==> config.mk <==
export PLATFORM = sky130hd
export DESIGN_NAME = uart_rx_word
export DESIGN_NICKNAME = d
export VERILOG_FILES = /design/src/rtl/uart_rx_word.sv
export SDC_FILE = /design/constraint.sdc
export NUM_CORES = 1
export LEC_CHECK = 0
export BUFFER_PORTS_ARGS = -buffer_cell sky130_fd_sc_hd__buf_2
export CAP_MARGIN = 20
export CORE_AREA = 2 2 77 79
export DETAILED_ROUTE_END_ITERATION = 8
export DIE_AREA = 0 0 79 81
export PLACE_DENSITY_LB_ADDON = 0.25
export SLEW_MARGIN = 20
export SYNTH_ARGS = -nofsm -noshare
export SYNTH_HDL_FRONTEND = slang
export SYNTH_SLANG_ARGS = --single-unit
==> constraint.sdc <==
create_clock -name clk -period 2.9 [get_ports clk]
set_input_delay 0.29 -clock clk [delete_from_list [all_inputs] [get_ports clk]]
set_output_delay 0.29 -clock clk [all_outputs]
set_load 0.05 [all_outputs]
==> src/rtl/uart_rx_word.sv <==
// 8N1 UART receiver that assembles DATA_WIDTH/8 bytes, low byte first, into one word.
// Partial words are dropped after an inter-byte idle timeout or a framing error.
`timescale 1ns/1ps
module uart_rx_word #(
    parameter int unsigned DATA_WIDTH    = 16,
    parameter int unsigned CLOCK_PER_BIT = 1000,
    parameter int unsigned TIMEOUT_BITS  = 16
) (
    input  logic                  clk,
    input  logic                  a_reset_n,
    input  logic                  uart_in,
    output logic                  data_valid,
    output logic [DATA_WIDTH-1:0] data_out,
    output logic                  frame_error,
    output logic                  busy
);

    localparam int unsigned NBYTES    = DATA_WIDTH / 8;
    localparam int unsigned CNT_W     = (NBYTES > 1) ? $clog2(NBYTES) : 1;
    localparam int unsigned TMR_W     = $clog2(CLOCK_PER_BIT) + 1;
    localparam int unsigned TO_CYCLES = TIMEOUT_BITS * CLOCK_PER_BIT;
    localparam int unsigned TO_W      = $clog2(TO_CYCLES) + 1;

    localparam logic [TMR_W-1:0] HALF_LAST = TMR_W'(CLOCK_PER_BIT / 2 - 1);
    localparam logic [TMR_W-1:0] FULL_LAST = TMR_W'(CLOCK_PER_BIT - 1);
    localparam logic [TO_W-1:0]  TO_LAST   = TO_W'(TO_CYCLES - 1);
    localparam logic [CNT_W-1:0] LAST_BYTE = CNT_W'(NBYTES - 1);

    typedef enum logic [2:0] {
        IDLE,
        START,
        DATA,
        STOP,
        WAIT_HIGH
    } state_e;

    state_e                state_q, state_d;
    logic                  sync1_q, sync2_q, prev_q;
    logic [TMR_W-1:0]      timer_q, timer_d;
    logic [2:0]            bitn_q, bitn_d;
    logic [7:0]            shift_q, shift_d;
    logic [CNT_W-1:0]      byte_cnt_q, byte_cnt_d;
    logic [DATA_WIDTH-1:0] asm_q, asm_d;
    logic [TO_W-1:0]       idle_tmr_q, idle_tmr_d;
    logic [DATA_WIDTH-1:0] dout_q, dout_d;
    logic                  valid_q, valid_d;
    logic                  ferr_q, ferr_d;
    logic [DATA_WIDTH-1:0] word_c;
    logic                  rx;
    logic                  fall;

    assign rx   = sync2_q;
    assign fall = prev_q & ~sync2_q;

    always_ff @(posedge clk) begin
        if (!a_reset_n) begin
            sync1_q    <= 1'b1;
            sync2_q    <= 1'b1;
            prev_q     <= 1'b1;
            state_q    <= IDLE;
            timer_q    <= '0;
            bitn_q     <= '0;
            shift_q    <= '0;
            byte_cnt_q <= '0;
            asm_q      <= '0;
            idle_tmr_q <= '0;
            dout_q     <= '0;
            valid_q    <= 1'b0;
            ferr_q     <= 1'b0;
        end else begin
            sync1_q    <= uart_in;
            sync2_q    <= sync1_q;
            prev_q     <= sync2_q;
            state_q    <= state_d;
            timer_q    <= timer_d;
            bitn_q     <= bitn_d;
            shift_q    <= shift_d;
            byte_cnt_q <= byte_cnt_d;
            asm_q      <= asm_d;
            idle_tmr_q <= idle_tmr_d;
            dout_q     <= dout_d;
            valid_q    <= valid_d;
            ferr_q     <= ferr_d;
        end
    end

    // Assembly register with the just-received byte dropped into its slot.
    always_comb begin
        word_c = asm_q;
        for (int unsigned k = 0; k < NBYTES; k++) begin
            if (byte_cnt_q == CNT_W'(k)) begin
                word_c[8*k +: 8] = shift_q;
            end
        end
    end

    always_comb begin
        state_d    = state_q;
        timer_d    = timer_q + TMR_W'(1);
        bitn_d     = bitn_q;
        shift_d    = shift_q;
        byte_cnt_d = byte_cnt_q;
        asm_d      = asm_q;
        idle_tmr_d = '0;
        dout_d     = dout_q;
        valid_d    = 1'b0;
        ferr_d     = 1'b0;

        case (state_q)
            IDLE: begin
                timer_d = '0;
                if (byte_cnt_q != '0) begin
                    if (idle_tmr_q == TO_LAST) begin
                        byte_cnt_d = '0;
                        asm_d      = '0;
                    end else begin
                        idle_tmr_d = idle_tmr_q + TO_W'(1);
                    end
                end
                if (fall) begin
                    state_d = START;
                end
            end

            START: begin
                if (timer_q == HALF_LAST) begin
                    timer_d = '0;
                    if (!rx) begin
                        state_d = DATA;
                        bitn_d  = '0;
                    end else begin
                        state_d = IDLE;
                    end
                end
            end

            DATA: begin
                if (timer_q == FULL_LAST) begin
                    timer_d = '0;
                    shift_d = {rx, shift_q[7:1]};
                    if (bitn_q == 3'd7) begin
                        state_d = STOP;
                    end else begin
                        bitn_d = bitn_q + 3'd1;
                    end
                end
            end

            // Returning to IDLE at the mid-stop sample leaves half a bit to catch
            // the next start edge of a back-to-back frame.
            STOP: begin
                if (timer_q == FULL_LAST) begin
                    timer_d = '0;
                    if (rx) begin
                        state_d = IDLE;
                        if (byte_cnt_q == LAST_BYTE) begin
                            byte_cnt_d = '0;
                            asm_d      = '0;
                            dout_d     = word_c;
                            valid_d    = 1'b1;
                        end else begin
                            byte_cnt_d = byte_cnt_q + CNT_W'(1);
                            asm_d      = word_c;
                        end
                    end else begin
                        state_d    = WAIT_HIGH;
                        byte_cnt_d = '0;
                        asm_d      = '0;
                        ferr_d     = 1'b1;
                    end
                end
            end

            WAIT_HIGH: begin
                timer_d = '0;
                if (rx) begin
                    state_d = IDLE;
                end
            end

            default: begin
                state_d = IDLE;
                timer_d = '0;
            end
        endcase
    end

    assign data_valid  = valid_q;
    assign frame_error = ferr_q;
    assign data_out    = dout_q;
    assign busy        = (state_q != IDLE) || (byte_cnt_q != '0);

endmodule

==> flow_metrics.env <==
export IMPL_fin_nets=355
export IMPL_yosysTopAreaCell="dfxtp_1"
export IMPL_cts_root_buffer="clkbuf_8"
export IMPL_grt_max_degree=30
export IMPL_holdPathStages=2
export IMPL_hold_end="sync1_q$_SDFF_PN1_"
export IMPL_clkSlewWorstSetupHoldPaths_ns=0.08
export IMPL_totalWireLength_um=5558
export IMPL_synth_edff_count=0
export IMPL_fillers=535
export IMPL_synth_fp_nets=338
export IMPL_ys_seq_elements=70
export IMPL_cts_made_buffers=9
export IMPL_syn_cell_area_sq_um=2968
export IMPL_synthCells=331
export IMPL_slew_violations=0
export IMPL_reg2reg_to="asm_q[0]$_SDFFE_PN0P_"
export IMPL_power_density_nw_per_um2=605.2
export IMPL_clock_fmax_mhz=469.7
export IMPL_fin_crit_ns=2.129
export IMPL_dp_slack_ns=0.7866
export IMPL_dieWidth_um=79
export IMPL_cts_tree="built"
export IMPL_timing_final_ws_setup_ns=0.7711
export IMPL_rsz0062_at_grt="no"
export IMPL_ys_seq_area_share_pct=47.22
export IMPL_antenna_cells=0
export IMPL_wl_per_cell_um=12.99
export IMPL_grt_pass1_vias=2148
export IMPL_worstPathMaxFanout=18
export IMPL_crit_arrival_ns=2.39
export IMPL_syn_area_per_cell_sq_um=8.966
export IMPL_antenna_found_initial=0
export IMPL_grt_util_all_layers_pct=19.32
export IMPL_peakVddDrop_uv=302.1
export IMPL_antenna_left=0
export IMPL_clock_latency_ns=0.34
export IMPL_ys_flop_type="dfxtp_1"
export IMPL_period_share_pct=73.41
export IMPL_final_seq_area_sq_um=1401
export IMPL_hold_path_class="in -> reg"
export IMPL_critPathCaptureType="flop"
export IMPL_min_from="uart_in"
export IMPL_core_sq_um=5675
export IMPL_route_detailed_drc=0
export IMPL_yosys_warnings=0
export IMPL_die_area_sq_um=6399
export IMPL_gp_congestion=0.8048
export IMPL_worstPathRequired_ns=3.17
export IMPL_cts_sinks=70
export IMPL_p_leak_nw=1.133
export IMPL_grt_overflow_total=0
export IMPL_first_pass_iters=4
export IMPL_maxCapViolations=0
export IMPL_critical_path_class="reg -> reg"
export IMPL_dpl_hpwl_um=3702
export IMPL_die_h_um=81
export IMPL_first_iter_violations=84
export IMPL_setup_tns_ns=0
export IMPL_critPathLaunchType="flop"
export IMPL_reg2reg_slack_ns=0.77
export IMPL_total_power_mw=2.036
export IMPL_dr_total_vias=2284
export IMPL_async_reset_ff_share_pct=0
export IMPL_synth_most_common_cell="dfxtp_1"
export IMPL_worstMarginPinSlew_ns=0.6222
export IMPL_ctsResizeCount=0
export IMPL_multi_input_area_sq_um=1426
export IMPL_ys_top_cells_by_area="dfxtp_1 47%, nor2_1 5.6%, mux2i_1 5.4%"
export IMPL_synth_cell_types=46
export IMPL_via_per_inst=5.336
export IMPL_cts_buffer_depth=2
export IMPL_grt_pass1_wl_um=9701
export IMPL_drive_gt1_share_pct=14.45
export IMPL_reg2reg_depth=4
export IMPL_io_buffers=21
export IMPL_syn_to_final_growth_pct=13.36
export IMPL_slew_headroom_pct=58.39
export IMPL_io_pins=22
export IMPL_netlist_top_cells_count="70 x dfxtp_1, 44 x nor2_1, 28 x nand2_1"
export IMPL_cts_setup_buffers=0
export IMPL_hold_violations=0
export IMPL_skew_ns=0.01089
export IMPL_start_util_pct=52.29
export IMPL_rows=28
export IMPL_cts_max_level=3
export IMPL_timing_rr_start="timer_q[3]$_SDFF_PN0_"
export IMPL_cts_hold_repair_buffers=0
export IMPL_synth_top_cell_area_share_pct=47.22
export IMPL_crit_start="timer_q[3]$_SDFF_PN0_"
export IMPL_outcome="completed"
export IMPL_setup_viol=0
power by group:
part	leakage, nW	total (mW)	switching [mW]	internal, mW
combinational	0.435	0.0230	0.0172	0.00582
clock	0.134	1.05	0.362	0.686
sequential	0.564	0.966	0.00276	0.963
total	1.13	2.04	0.382	1.65
placed cells by master (no fill, tap or decap), drive strengths merged, types with 9 or more instances in the layout:
| cell type | count |
|---|---|
| dfxtp | 70 |
| nor2 | 44 |
| nand2 | 28 |
| nand3 | 25 |
| buf | 25 |
| o21ai | 22 |
| xnor2 | 18 |
| a21oi | 18 |
| mux2i | 16 |
| clkbuf | 11 |
| inv | 11 |
| nor3 | 9 |
how the worst max path moves through the flow:
stage | end | slack, ns | depth (start not counted)
6_report | asm_q[0]$_SDFFE_PN0P_ | 0.77 | 4
5_1_grt | asm_q[3]$_SDFFE_PN0P_ | 0.66 | 4
4_1_cts | asm_q[0]$_SDFFE_PN0P_ | 0.76 | 4
3_5_place_dp | asm_q[0]$_SDFFE_PN0P_ | 0.79 | 4
3_3_place_gp | asm_q[0]$_SDFFE_PN0P_ | 0.83 | 4
2_1_floorplan | data_out[10]$_SDFFE_PN0P_ | 0.92 | 7
cell families after synthesis:
family          share of synthesized area, %
mux                                    5.396
simple gates                           23.36
buf+inv                                4.932
flops                                  47.22
xor+xnor                               6.492
compound gates                         10.92
fa+ha+maj                              1.686
stage by stage:
step / std cells / utilization [%] / area (sq um) / hold slack [ns]
6_report: 428 / 59.28 / 3364 / 0.1406
5_1_grt: 428 / 59.28 / 3364 / 0.1296
4_1_cts: 428 / 59.28 / 3364 / 0.1239
3_5_place_dp: 412 / 54.52 / 3094 / 0.3956
3_3_place_gp: 412 / 54.52 / 3094 / 0.3930
2_1_floorplan: 331 / - / 2968 / 0.3863
cell type report:
class,count,area share [%]
Multi-Input combinational cell,232,42.39
Sequential cell,70,41.65
Clock buffer,11,4.202
Timing Repair Buffer,25,4.016
Clock inverter,5,3.830
Tap cell,75,2.789
Inverter,10,1.116
sequential cells by signal, indices dropped and copies added, names as in the netlist:
name	cells
rx	1
idle_tmr_q	15
byte_cnt_q	1
data_valid	1
bitn_q	3
asm_q	8
state_q	3
prev_q	1
shift_q	8
frame_error	1
data_out	16
timer_q	11
sync1_q	1
critical path, stage by stage (launching register included):
cell	delay, ns
dfxtp_1	0.36
or3b_1	0.55
or4_4	0.70
o21ai_4	0.21
mux2i_1	0.24
routing by layer:
| layer | global-route usage (%) | routed length [um] | part of all wire [%] |
|---|---|---|---|
| met1 | 22.80 | 2674 | 48 |
| met2 | 33.47 | 2624 | 47 |
| met3 | 4.667 | 144 | 2.6 |
| met4 | 8.621 | 115 | 2.1 |
| met5 | 0 | 0 | 0 |
Note: power is estimated with default switching activity, not from simulation.
